### src/rtl/seg_scan_pkg.sv
// seg_scan_pkg: shared constants and types for the seven-segment scan
// decoder. Segment patterns are active-low {a,b,c,d,e,f,g} in bits 6..0.
package seg_scan_pkg;

  // Segment patterns produced by the display encoder.
  localparam logic [6:0] SEG_BLANK  = 7'b1111111;
  // Glyph "0" exists on the panel but is not part of the status code table.
  localparam logic [6:0] SEG_0      = 7'b0000001;
  localparam logic [6:0] SEG_1      = 7'b1001111;
  localparam logic [6:0] SEG_2      = 7'b0010010;
  localparam logic [6:0] SEG_3      = 7'b0000110;
  localparam logic [6:0] SEG_4      = 7'b1001100;
  localparam logic [6:0] SEG_5      = 7'b0100100;
  localparam logic [6:0] SEG_6      = 7'b0100000;
  localparam logic [6:0] SEG_7      = 7'b0001111;
  localparam logic [6:0] SEG_8      = 7'b0000000;
  localparam logic [6:0] SEG_9      = 7'b0000100;
  localparam logic [6:0] SEG_STABLE = 7'b1111110;
  localparam logic [6:0] SEG_UP     = 7'b1000001;
  localparam logic [6:0] SEG_DOWN   = 7'b0001001;

  // Display codes recovered from the patterns.
  localparam logic [3:0] CODE_BLANK  = 4'd0;
  localparam logic [3:0] CODE_STABLE = 4'd10;
  localparam logic [3:0] CODE_UP     = 4'd11;
  localparam logic [3:0] CODE_DOWN   = 4'd12;
  localparam logic [3:0] CODE_ERR    = 4'd15;

  // Dwell counter width; the stability threshold is capped to fit it.
  localparam int CNT_W = 8;

  // Scan FSM encodings, kept fixed so captured state values stay comparable
  // with older capture logs.
  localparam logic [1:0] ST_IDLE_ENC     = 2'd0;
  localparam logic [1:0] ST_SETTLE_ENC   = 2'd1;
  localparam logic [1:0] ST_CAPTURED_ENC = 2'd2;

  typedef enum logic [1:0] {
    SCAN_IDLE     = ST_IDLE_ENC,
    SCAN_SETTLE   = ST_SETTLE_ENC,
    SCAN_CAPTURED = ST_CAPTURED_ENC
  } scan_state_e;

  // Saturating increment of the dwell counter.
  function automatic logic [CNT_W-1:0] cnt_sat_inc(input logic [CNT_W-1:0] cnt,
                                                   input logic [CNT_W-1:0] limit);
    logic [CNT_W-1:0] res;
    if (cnt >= limit) begin
      res = limit;
    end else begin
      res = cnt + 8'd1;
    end
    return res;
  endfunction

endpackage

### src/rtl/seg_pattern_decode.sv
// seg_pattern_decode: combinational inverse of the display encoder table.
// Maps an active-low segment pattern to its 4-bit code; unknown patterns
// (including the plain "0" glyph) return CODE_ERR with err set.
module seg_pattern_decode
  import seg_scan_pkg::*;
(
  input  logic [6:0] seg,
  output logic [3:0] code,
  output logic       err
);

  // Pattern lookup; every entry not listed is an error pattern.
  always_comb begin
    code = CODE_ERR;
    err  = 1'b1;
    case (seg)
      SEG_BLANK:  begin code = CODE_BLANK;  err = 1'b0; end
      SEG_1:      begin code = 4'd1;        err = 1'b0; end
      SEG_2:      begin code = 4'd2;        err = 1'b0; end
      SEG_3:      begin code = 4'd3;        err = 1'b0; end
      SEG_4:      begin code = 4'd4;        err = 1'b0; end
      SEG_5:      begin code = 4'd5;        err = 1'b0; end
      SEG_6:      begin code = 4'd6;        err = 1'b0; end
      SEG_7:      begin code = 4'd7;        err = 1'b0; end
      SEG_8:      begin code = 4'd8;        err = 1'b0; end
      SEG_9:      begin code = 4'd9;        err = 1'b0; end
      SEG_STABLE: begin code = CODE_STABLE; err = 1'b0; end
      SEG_UP:     begin code = CODE_UP;     err = 1'b0; end
      SEG_DOWN:   begin code = CODE_DOWN;   err = 1'b0; end
      default:    begin code = CODE_ERR;    err = 1'b1; end
    endcase
  end

endmodule

### src/rtl/seg_scan_decoder.sv
// seg_scan_decoder: reads back a multiplexed active-low seven-segment bus,
// debounces each anode dwell, decodes it into a per-digit frame register and
// offers each capture as an event on a single-entry valid/ready port.
//
// Build option: define SEG_SCAN_CHANGE_ONLY_EN to emit events only when a
// capture changes the stored code of its digit (frame updates are the same
// in both builds).
module seg_scan_decoder
  import seg_scan_pkg::*;
#(
  parameter int NUM_DIGITS    = 4,
  parameter int STABLE_CYCLES = 4
) (
  input  logic                          clk,
  input  logic                          reset,
  input  logic [NUM_DIGITS-1:0]         an_in,
  input  logic [6:0]                    seg_in,
  output logic [4*NUM_DIGITS-1:0]       code_out,
  output logic                          out_valid,
  input  logic                          out_ready,
  output logic [$clog2(NUM_DIGITS)-1:0] out_digit,
  output logic [3:0]                    out_code,
  output logic                          out_err,
  output logic                          overflow
);

  localparam int DIG_W = $clog2(NUM_DIGITS);
  localparam logic [CNT_W-1:0] STABLE_CNT = CNT_W'(STABLE_CYCLES);

`ifdef SEG_SCAN_CHANGE_ONLY_EN
  localparam logic CHANGE_ONLY = 1'b1;
`else
  localparam logic CHANGE_ONLY = 1'b0;
`endif

  // True when exactly one anode line is driven low.
  function automatic logic onehot_low(input logic [NUM_DIGITS-1:0] an);
    logic [3:0] zeros;
    zeros = 4'd0;
    for (int i = 0; i < NUM_DIGITS; i++) begin
      zeros = zeros + {3'b000, ~an[i]};
    end
    return (zeros == 4'd1);
  endfunction

  // Registered copies of the pins and all state.
  logic [NUM_DIGITS-1:0]   s_an_r;
  logic [6:0]              s_seg_r;
  scan_state_e             state_r;
  logic [CNT_W-1:0]        cnt_r;
  logic [4*NUM_DIGITS-1:0] code_out_r;
  logic                    out_valid_r;
  logic [DIG_W-1:0]        out_digit_r;
  logic [3:0]              out_code_r;
  logic                    out_err_r;
  logic                    overflow_r;

  // Combinational next-state and decode signals.
  scan_state_e             state_nx_s;
  logic [CNT_W-1:0]        cnt_nx_s;
  logic [CNT_W-1:0]        cnt_inc_s;
  logic                    capture_s;
  logic                    cur_valid_s;
  logic                    same_s;
  logic [DIG_W-1:0]        dig_idx_s;
  logic [3:0]              dec_code_s;
  logic                    dec_err_s;
  logic [3:0]              slot_code_s;
  logic                    slot_diff_s;
  logic                    ev_fire_s;
  logic [4*NUM_DIGITS-1:0] code_nx_s;

  // The FSM judges the sample entering the input register against the one
  // already held, so a value counts as sampled on the edge that registers
  // it and a capture lands STABLE_CYCLES edges after the pins settle.
  assign cur_valid_s = onehot_low(an_in);
  assign same_s      = ({an_in, seg_in} == {s_an_r, s_seg_r});
  assign cnt_inc_s   = cnt_sat_inc(cnt_r, STABLE_CNT);

  seg_pattern_decode u_decode (
    .seg  (s_seg_r),
    .code (dec_code_s),
    .err  (dec_err_s)
  );

  // Input stage: register the display pins every cycle.
  always_ff @(posedge clk) begin
    if (reset) begin
      s_an_r  <= {NUM_DIGITS{1'b1}};
      s_seg_r <= 7'b1111111;
    end else begin
      s_an_r  <= an_in;
      s_seg_r <= seg_in;
    end
  end

  // Dwell FSM: track stability of the lit digit and flag the capture edge.
  always_comb begin
    state_nx_s = state_r;
    cnt_nx_s   = cnt_r;
    capture_s  = 1'b0;
    case (state_r)
      SCAN_IDLE: begin
        if (cur_valid_s) begin
          state_nx_s = SCAN_SETTLE;
          cnt_nx_s   = 8'd1;
        end else begin
          state_nx_s = SCAN_IDLE;
          cnt_nx_s   = 8'd0;
        end
      end
      SCAN_SETTLE: begin
        if (same_s) begin
          cnt_nx_s = cnt_inc_s;
          if (cnt_inc_s >= STABLE_CNT) begin
            capture_s  = 1'b1;
            state_nx_s = SCAN_CAPTURED;
          end else begin
            state_nx_s = SCAN_SETTLE;
          end
        end else if (cur_valid_s) begin
          state_nx_s = SCAN_SETTLE;
          cnt_nx_s   = 8'd1;
        end else begin
          state_nx_s = SCAN_IDLE;
          cnt_nx_s   = 8'd0;
        end
      end
      SCAN_CAPTURED: begin
        if (same_s) begin
          state_nx_s = SCAN_CAPTURED;
          cnt_nx_s   = cnt_r;
        end else if (cur_valid_s) begin
          state_nx_s = SCAN_SETTLE;
          cnt_nx_s   = 8'd1;
        end else begin
          state_nx_s = SCAN_IDLE;
          cnt_nx_s   = 8'd0;
        end
      end
      default: begin
        state_nx_s = SCAN_IDLE;
        cnt_nx_s   = 8'd0;
      end
    endcase
  end

  // FSM state and dwell counter registers.
  always_ff @(posedge clk) begin
    if (reset) begin
      state_r <= SCAN_IDLE;
      cnt_r   <= 8'd0;
    end else begin
      state_r <= state_nx_s;
      cnt_r   <= cnt_nx_s;
    end
  end

  // Index of the lit anode; only meaningful while the anode is one-hot-low.
  always_comb begin
    dig_idx_s = {DIG_W{1'b0}};
    for (int i = 0; i < NUM_DIGITS; i++) begin
      if (!s_an_r[i]) begin
        dig_idx_s = DIG_W'(i);
      end else begin
        dig_idx_s = dig_idx_s;
      end
    end
  end

  // Currently stored code of the lit digit, and the frame after a capture.
  always_comb begin
    slot_code_s = 4'd0;
    code_nx_s   = code_out_r;
    for (int i = 0; i < NUM_DIGITS; i++) begin
      if (dig_idx_s == DIG_W'(i)) begin
        slot_code_s = code_out_r[4*i +: 4];
        if (capture_s) begin
          code_nx_s[4*i +: 4] = dec_code_s;
        end else begin
          code_nx_s[4*i +: 4] = code_out_r[4*i +: 4];
        end
      end else begin
        code_nx_s[4*i +: 4] = code_out_r[4*i +: 4];
      end
    end
  end

  // Error captures store CODE_ERR, so comparing codes also covers err.
  assign slot_diff_s = (dec_code_s != slot_code_s);
  assign ev_fire_s   = capture_s && (!CHANGE_ONLY || slot_diff_s);

  // Frame register: one 4-bit slot per digit.
  always_ff @(posedge clk) begin
    if (reset) begin
      code_out_r <= {(4*NUM_DIGITS){1'b0}};
    end else begin
      code_out_r <= code_nx_s;
    end
  end

  // Event holding register: load when empty or being drained, else drop
  // the new event and latch the sticky overflow flag.
  always_ff @(posedge clk) begin
    if (reset) begin
      out_valid_r <= 1'b0;
      out_digit_r <= {DIG_W{1'b0}};
      out_code_r  <= 4'd0;
      out_err_r   <= 1'b0;
      overflow_r  <= 1'b0;
    end else if (ev_fire_s) begin
      if (!out_valid_r || out_ready) begin
        out_valid_r <= 1'b1;
        out_digit_r <= dig_idx_s;
        out_code_r  <= dec_code_s;
        out_err_r   <= dec_err_s;
      end else begin
        overflow_r  <= 1'b1;
      end
    end else if (out_valid_r && out_ready) begin
      out_valid_r <= 1'b0;
    end else begin
      out_valid_r <= out_valid_r;
    end
  end

  assign code_out  = code_out_r;
  assign out_valid = out_valid_r;
  assign out_digit = out_digit_r;
  assign out_code  = out_code_r;
  assign out_err   = out_err_r;
  assign overflow  = overflow_r;

endmodule

### config.mk
export PLATFORM = sky130hd
export DESIGN_NAME = seg_scan_decoder
export DESIGN_NICKNAME = d
export VERILOG_FILES = /design/src/rtl/seg_scan_pkg.sv /design/src/rtl/seg_pattern_decode.sv /design/src/rtl/seg_scan_decoder.sv
export SDC_FILE = /design/constraint.sdc
export NUM_CORES = 1
export LEC_CHECK = 0
export BUFFER_PORTS_ARGS = -buffer_cell sky130_fd_sc_hd__buf_2
export CORE_AREA = 2 2 99 77
export CTS_CLUSTER_SIZE = 8
export DETAILED_ROUTE_END_ITERATION = 16
export DIE_AREA = 0 0 101 79
export GPL_ROUTABILITY_DRIVEN = 0
export PLACE_DENSITY = 0.51
export SETUP_SLACK_MARGIN = 0.05
export SLEW_MARGIN = 20
export SYNTH_ARGS = -nofsm -noshare
export SYNTH_HDL_FRONTEND = slang
export SYNTH_SLANG_ARGS = --single-unit
### constraint.sdc
create_clock -name clk -period 2.5 [get_ports clk]
set_input_delay 0.375 -clock clk [delete_from_list [all_inputs] [get_ports clk]]
set_output_delay 0.375 -clock clk [all_outputs]
set_load 0.03 [all_outputs]
==> impl_metrics.py, run 1 <==
metrics = {
    "cells_and_area": {
        "n_antenna_cell": 0,
        "fillCellCount": 736,
        "layout-drive-gt1-share": 0.3345,
        "post-route-util": 0.4000,
        "syn2layout_area_growth_pct": 17.76,
        "final_cell_area_um2": 2838,
        "final_nets": 308,
    },
    "clocking": {
        "ctsResizeCount": 0,
        "cts_tree": "done",
        "clkSinkCount": 46,
        "clk-insertion-delay-late_ns": 0.31,
        "clk_pin_slew_ns": 0.10,
        "htreeDepth": 2,
        "post_cts_buffers": 0,
        "cts_made_buffers": 5,
        "cts_buffer_depth": 2,
        "hold_buffers": 0,
        "root_buffer": "clkbuf_8",
    },
    "timing": {
        "rsz0062_at_grt": "no",
        "fin_ws_ns": 0.3056,
        "worst_pin_slew_ns": 0.6730,
        "fmax_ghz": 0.4557,
        "finalClockSkew_ns": 0.01383,
        "maxSlewHeadroom": 0.5505,
        "drv_slew": 0,
        "final-setup-viol-count": 0,
        "finalHoldViolCount": 0,
        "fin_tns_setup_ns": 0,
        "finalHoldWorstSlack_ns": 0.2854,
        "finalCritPeriodShare": 0.8778,
        "period_minus_slack_ns": 2.194,
    },
    "yosys": {
        "synth_top_flop_cell": "dfxtp_1",
        "syn-num-nets": 266,
        "yosys_warnings": 0,
        "synthesis.area_um2": 2410,
        "syn_inst": 247,
        "async_flop_share": 0,
        "synth_top_cell_by_area": "dfxtp_1",
        "ys_ff_latch": 46,
        "synth_edf_count": 0,
        "synth_top_area_share": 0.3821,
        "synth.avg_cell_area_um2": 9.756,
        "seq_area_frac_synth": 0.3821,
        "ys_types": 61,
        "synth.area.top_cells": "dfxtp_1 38%, mux2i_1 5.0%, or2_2 3.4%, nor2_1 3.1%, xnor2_1 2.5%",
    },
    "critical_path": {
        "path_delay_family": "simple AND/OR/NAND/NOR gates",
        "reg2reg_slack_ns": 0.31,
        "rr_endpoint": "code_out[7]$_SDFFE_PP0P_",
        "timing_worst_setup_path_type": "register to register",
        "path_cells": "xnor2_1 -> nand4_4 -> or3_4 -> nor4_2 -> mux2i_1",
        "path_buf_inv": 0,
        "rr_worst_depth": 5,
        "required_ns": 2.75,
        "cp.arrival_ns": 2.44,
        "slowest_delay_ns": 0.58,
        "worstSetupEndpointType": "register",
        "r2r_start": "s_seg_r[3]$_SDFF_PP1_",
        "crit_slowest_cell": "dfxtp_1",
        "cp_max_fo": 12,
        "crit_path_start_kind": "register",
    },
    "floorplanning": {
        "die_x_um": 101,
        "initial_utilization": 0.3397,
        "fp.coreArea_um2": 7094,
        "die_y_um": 79,
        "rows": 27,
        "die-area_um2": 7979,
        "io_pins": 39,
    },
    "global_route": {
        "grt_pass1_wl_um": 9045,
        "grt_max_degree": 17,
        "grt_pass1_vias": 1817,
        "grt.overflow.total": 0,
        "antenna_found_initial": 0,
        "gr-usage-all-layers": 0.1457,
    },
    "routing": {
        "detail_route.vias_per_cell": 5.085,
        "drc": 0,
        "via_count": 1917,
        "avgRoutedWirePerCell_um": 14.86,
        "ant_nets": 0,
        "wl_um": 5601,
        "dr.pass1.iters": 4,
        "drtIter0Drc": 58,
    },
    "power_and_ir_drop": {
        "seqPwrFrac": 0.509,
        "swShare": 0.2614,
        "p_int_w": 0.001125,
        "pwr-share-comb": 0.116,
        "power_density_nw_per_um2": 536.6,
        "power.share.clock": 0.375,
        "p_switching_w": 0.0003981,
        "p_leak_nw": 1.125,
        "vdd_drop_max_uv": 245.0,
    },
    "run": {
        "cap_viol_max_count": 0,
    },
    "min_path": {
        "hold_depth": 2,
        "hp-class": "primary input to register",
        "holdPathEnd": "s_seg_r[1]$_SDFF_PP1_",
        "hold_start": "seg_in[1]",
    },
    "run_status": {
        "outcome": "finished clean",
    },
    "place": {
        "port_buffers": 38,
        "place_hpwl_um": 4176,
        "place_ws_ns": 0.2930,
        "placed_area_um2": 2724,
    },
}
cells in the final DEF, fill, tap and decap left out, drive strengths merged, types with 2 or more instances in the layout:
master / netlist / routed
clkbuf: 11 / 5
o21ai: 4 / 4
nand2b: 7 / 7
ha: 4 / 4
nor2b: 2 / 2
and2: 6 / 6
or2: 13 / 13
xnor2: 11 / 11
or4b: 2 / 2
dfxtp: 46 / 46
o21a: 2 / 2
nor3: 10 / 10
or4: 2 / 2
a211o: 2 / 2
nand3: 2 / 2
nor4: 11 / 11
o211ai: 2 / 2
nand4: 3 / 3
or3: 3 / 3
o21bai: 4 / 4
inv: 11 / 11
nor3b: 2 / 2
a211oi: 11 / 11
nor2: 20 / 20
a21oi: 10 / 10
buf: 5 / 51
clkinvlp: 0 / 2
o2111ai: 3 / 3
mux2i: 12 / 12
nand3b: 3 / 3
nand2: 9 / 9
cells by family (layout without fill, tap and decap cells):
logic type / count (synthesis) / count (layout) / synth area share
muxes: 12 / 12 / 0.04985
adders and majority gates: 5 / 5 / 0.02908
buffers and inverters: 27 / 70 / 0.05140
DFF: 46 / 46 / 0.3821
AOI/OAI and AO/OA: 47 / 47 / 0.1532
xor gates and xnor gates: 11 / 11 / 0.05712
and+or+nand+nor: 99 / 99 / 0.2773
synth_stat cells (all sizes together) (2+ instances only):
cell type and count:
o21a 2, buf 5, nand4 3, or3 3, and2 6, nor4 11
clkbuf 11, nor3b 2, or4b 2, mux2i 12, o21ai 4, nor3 10
nand3b 3, nand2b 7, nand3 2, nor2b 2, nand2 9, a21oi 10
xnor2 11, or4 2, dfxtp 46, ha 4, o2111ai 3, or2 13
a211oi 11, nor2 20, a211o 2, o211ai 2, inv 11, o21bai 4
sequential cells by signal, summed over array words and instances, names as in the netlist:
name,flops
out_code,4
out_valid,1
overflow,1
s_an_r,4
cnt_r,8
code_out,16
out_digit,2
s_seg_r,7
state_r,2
out_err,1
cell type report:
type	instances	area, um^2	share of cell area
sequential	46	920.9	0.3245
tap	87	108.9	0.03836
timing repair buffer	51	287.8	0.1014
multi-input combinational	174	1365	0.4810
clock buffer	5	68.82	0.02425
inverter	11	41.29	0.01455
clock inverter	3	45.04	0.01587
worst max-delay path by stage:
stage | slack [ns] | from | to | depth (start not counted)
2_1_floorplan | 0.51 | an_in[0] | state_r[0]$_SDFF_PP0_ | 8
3_3_place_gp | 0.29 | s_seg_r[6]$_SDFF_PP1_ | code_out[7]$_SDFFE_PP0P_ | 5
3_5_place_dp | 0.29 | an_in[0] | state_r[0]$_SDFF_PP0_ | 9
4_1_cts | 0.28 | s_seg_r[3]$_SDFF_PP1_ | code_out[7]$_SDFFE_PP0P_ | 5
5_1_grt | 0.16 | s_seg_r[3]$_SDFF_PP1_ | code_out[7]$_SDFFE_PP0P_ | 5
6_report | 0.31 | s_seg_r[3]$_SDFF_PP1_ | code_out[7]$_SDFFE_PP0P_ | 5
routing by layer:
metal / routed length, um / GRT usage / up-vias
met5: 0 / 0 / -
met4: 50 / 0.04054 / 0
met3: 265 / 0.03961 / 5
met2: 2166 / 0.1940 / 38
met1: 3118 / 0.2255 / 901
li1: - / - / 973
power groups by stage:
stage,Sequential (W),Clock [W],Combinational [W]
after floorplan,0.000775,0,0.000139
after global placement,0.000792,0,0.000176
after detailed placement,0.000791,0,0.000177
after CTS,0.000775,0.000583,0.000178
after global routing,0.000779,0.000611,0.000195
final,0.000775,0.000571,0.000177
stage by stage:
stage / power [W] / instances
floorplan: 0.0009149 / 247
CTS: 0.001536 / 377
finish: 0.001523 / 377
global route: 0.001585 / 377
global placement: 0.0009674 / 369
detailed placement: 0.0009686 / 369
Note: power is estimated with default switching activity, not from simulation.
==> run 2: changes to the inputs <==
REMOVE_ABC_BUFFERS = 1   (was unset)
==> run 2 against run 1 <==
Net effect:
- fmax is essentially flat
- via count shrank 1.6%
- critical path depth is the same
- cell count decreased by 0.53%
- global-route usage down 0.50 points
- combinational power about the same
- count of clock-buffer cells in the layout is the same
- clock power decreased by 25%
- utilization shrank 0.58 points
==> impl_metrics.py, run 2 (synthesized netlist as in run 1, its figures left out) <==
metrics = {
    "routing": {
        "drc": 0,
        "via_count": 1887,
        "drtIter0Drc": 104,
        "wl_um": 5310,
        "ant_nets": 0,
        "avgRoutedWirePerCell_um": 14.16,
        "detail_route.vias_per_cell": 5.032,
        "dr.pass1.iters": 4,
    },
    "clocking": {
        "cts_buffer_depth": 2,
        "post_cts_buffers": 0,
        "clk-insertion-delay-late_ns": 0.29,
        "cts_tree": "done",
        "ctsResizeCount": 0,
        "cts_made_buffers": 5,
        "hold_buffers": 0,
        "clkSinkCount": 46,
        "clk_pin_slew_ns": 0.08,
        "root_buffer": "clkbuf_8",
        "htreeDepth": 2,
    },
    "global_route": {
        "grt_pass1_wl_um": 8838,
        "antenna_found_initial": 0,
        "grt.overflow.total": 0,
        "grt_pass1_vias": 1758,
        "gr-usage-all-layers": 0.1408,
        "grt_max_degree": 26,
    },
    "cells_and_area": {
        "syn2layout_area_growth_pct": 16.04,
        "n_antenna_cell": 0,
        "final_common_cell": "dfxtp_1",
        "largest_register_ffs": 16,
        "final_cell_mix": "45 x dfxtp_1, 38 x buf_2, 20 x nor2_1, 13 x or2_2",
        "layout-drive-gt1-share": 0.3333,
        "post-route-util": 0.3942,
        "final_nets": 307,
    },
    "power_and_ir_drop": {
        "p_leak_nw": 1.114,
        "vdd_drop_max_uv": 177.7,
        "power_density_nw_per_um2": 492.6,
    },
    "place": {
        "place_hpwl_um": 4033,
        "port_buffers": 38,
    },
    "floorplanning": {
        "io_pins": 39,
        "die_y_um": 79,
        "rows": 27,
        "die_x_um": 101,
        "fp.coreArea_um2": 7094,
        "initial_utilization": 0.3397,
        "die-area_um2": 7979,
    },
    "timing": {
        "worst_pin_slew_ns": 0.6418,
        "final-setup-viol-count": 0,
        "finalHoldViolCount": 0,
        "fin_tns_setup_ns": 0,
        "period_minus_slack_ns": 2.195,
        "maxSlewHeadroom": 0.5714,
        "finalClockSkew_ns": 0.002515,
        "fmax_ghz": 0.4555,
        "finalCritPeriodShare": 0.8782,
        "rsz0062_at_grt": "no",
        "drv_slew": 0,
    },
    "critical_path": {
        "worstSetupEndpointType": "register",
        "cp_max_fo": 12,
        "cp.arrival_ns": 2.42,
        "crit_path_start_kind": "register",
        "required_ns": 2.72,
        "timing_worst_setup_path_type": "register to register",
    },
    "run_status": {
        "outcome": "finished clean",
    },
    "run": {
        "cap_viol_max_count": 0,
    },
    "min_path": {
        "hp-class": "primary input to register",
    },
}
-- run 2: cell count changes in the layout (fill, tap and decap cells not counted), sizes merged --
| cell | change |
|---|---|
| clkinv | +2 |
| buf | -1 |
| bufinv | -1 |
| clkinvlp | -2 |
-- run 2: final timing paths --
| kind | startpoint | end | slack, ns | depth (start not counted) |
|---|---|---|---|---|
| hold reg to reg | cnt_r[7]$_SDFFE_PP0P_ | cnt_r[7]$_SDFFE_PP0P_ | 0.46 | 1 |
| setup / recovery | s_seg_r[6]$_SDFF_PP1_ | code_out[7]$_SDFFE_PP0P_ | 0.30 | 5 |
| setup reg to reg | s_seg_r[6]$_SDFF_PP1_ | code_out[7]$_SDFFE_PP0P_ | 0.30 | 5 |
| hold / removal | seg_in[3] | s_seg_r[3]$_SDFF_PP1_ | 0.29 | 2 |
-- run 2: cell type report --
| class | count | area, um^2 |
|---|---|---|
| Clock buffer | 5 | 68.82 |
| Clock inverter | 2 | 10.01 |
| Fill cell | 715 | 4298 |
| Inverter | 11 | 41.29 |
| Multi-Input combinational cell | 174 | 1365 |
| Sequential cell | 46 | 922.1 |
| Tap cell | 87 | 108.9 |
| Timing Repair Buffer | 50 | 280.3 |
-- run 2: critical path: stages, from the launching register on --
cell	delay (ns)
dfxtp_1	0.59
xnor2_4	0.17
nand4_4	0.19
or3_4	0.54
nor4_2	0.41
mux2i_1	0.22
-- run 2: where the power goes --
part / switching, W / total, W / internal (W)
registers: 0.0000277 / 0.000774 / 0.000746
clock network: 0.000240 / 0.000428 / 0.000188
logic: 0.0000956 / 0.000175 / 0.0000796
-- run 2: per-stage QoR --
step                setup slack [ns]  cell area, um^2  cells   power, W  hold WS [ns]
finish                        0.3046             2796    375   0.001378        0.2941
global route                  0.1060             2796    375   0.001456        0.2840
CTS                           0.2609             2795    375   0.001404        0.2799
detailed placement            0.2861             2716    368  0.0009687        0.4387
global placement              0.3339             2716    368  0.0009667        0.4417
floorplan                     0.4726             2327    231  0.0008986        0.4205
-- run 2: routing by layer --
metal	vias to the layer above	global-route usage	wire [um]
li1	971	-	-
met4	0	0.03243	24
met2	40	0.2033	2252
met1	874	0.2133	2843
met3	2	0.02905	190
met5	-	0	0
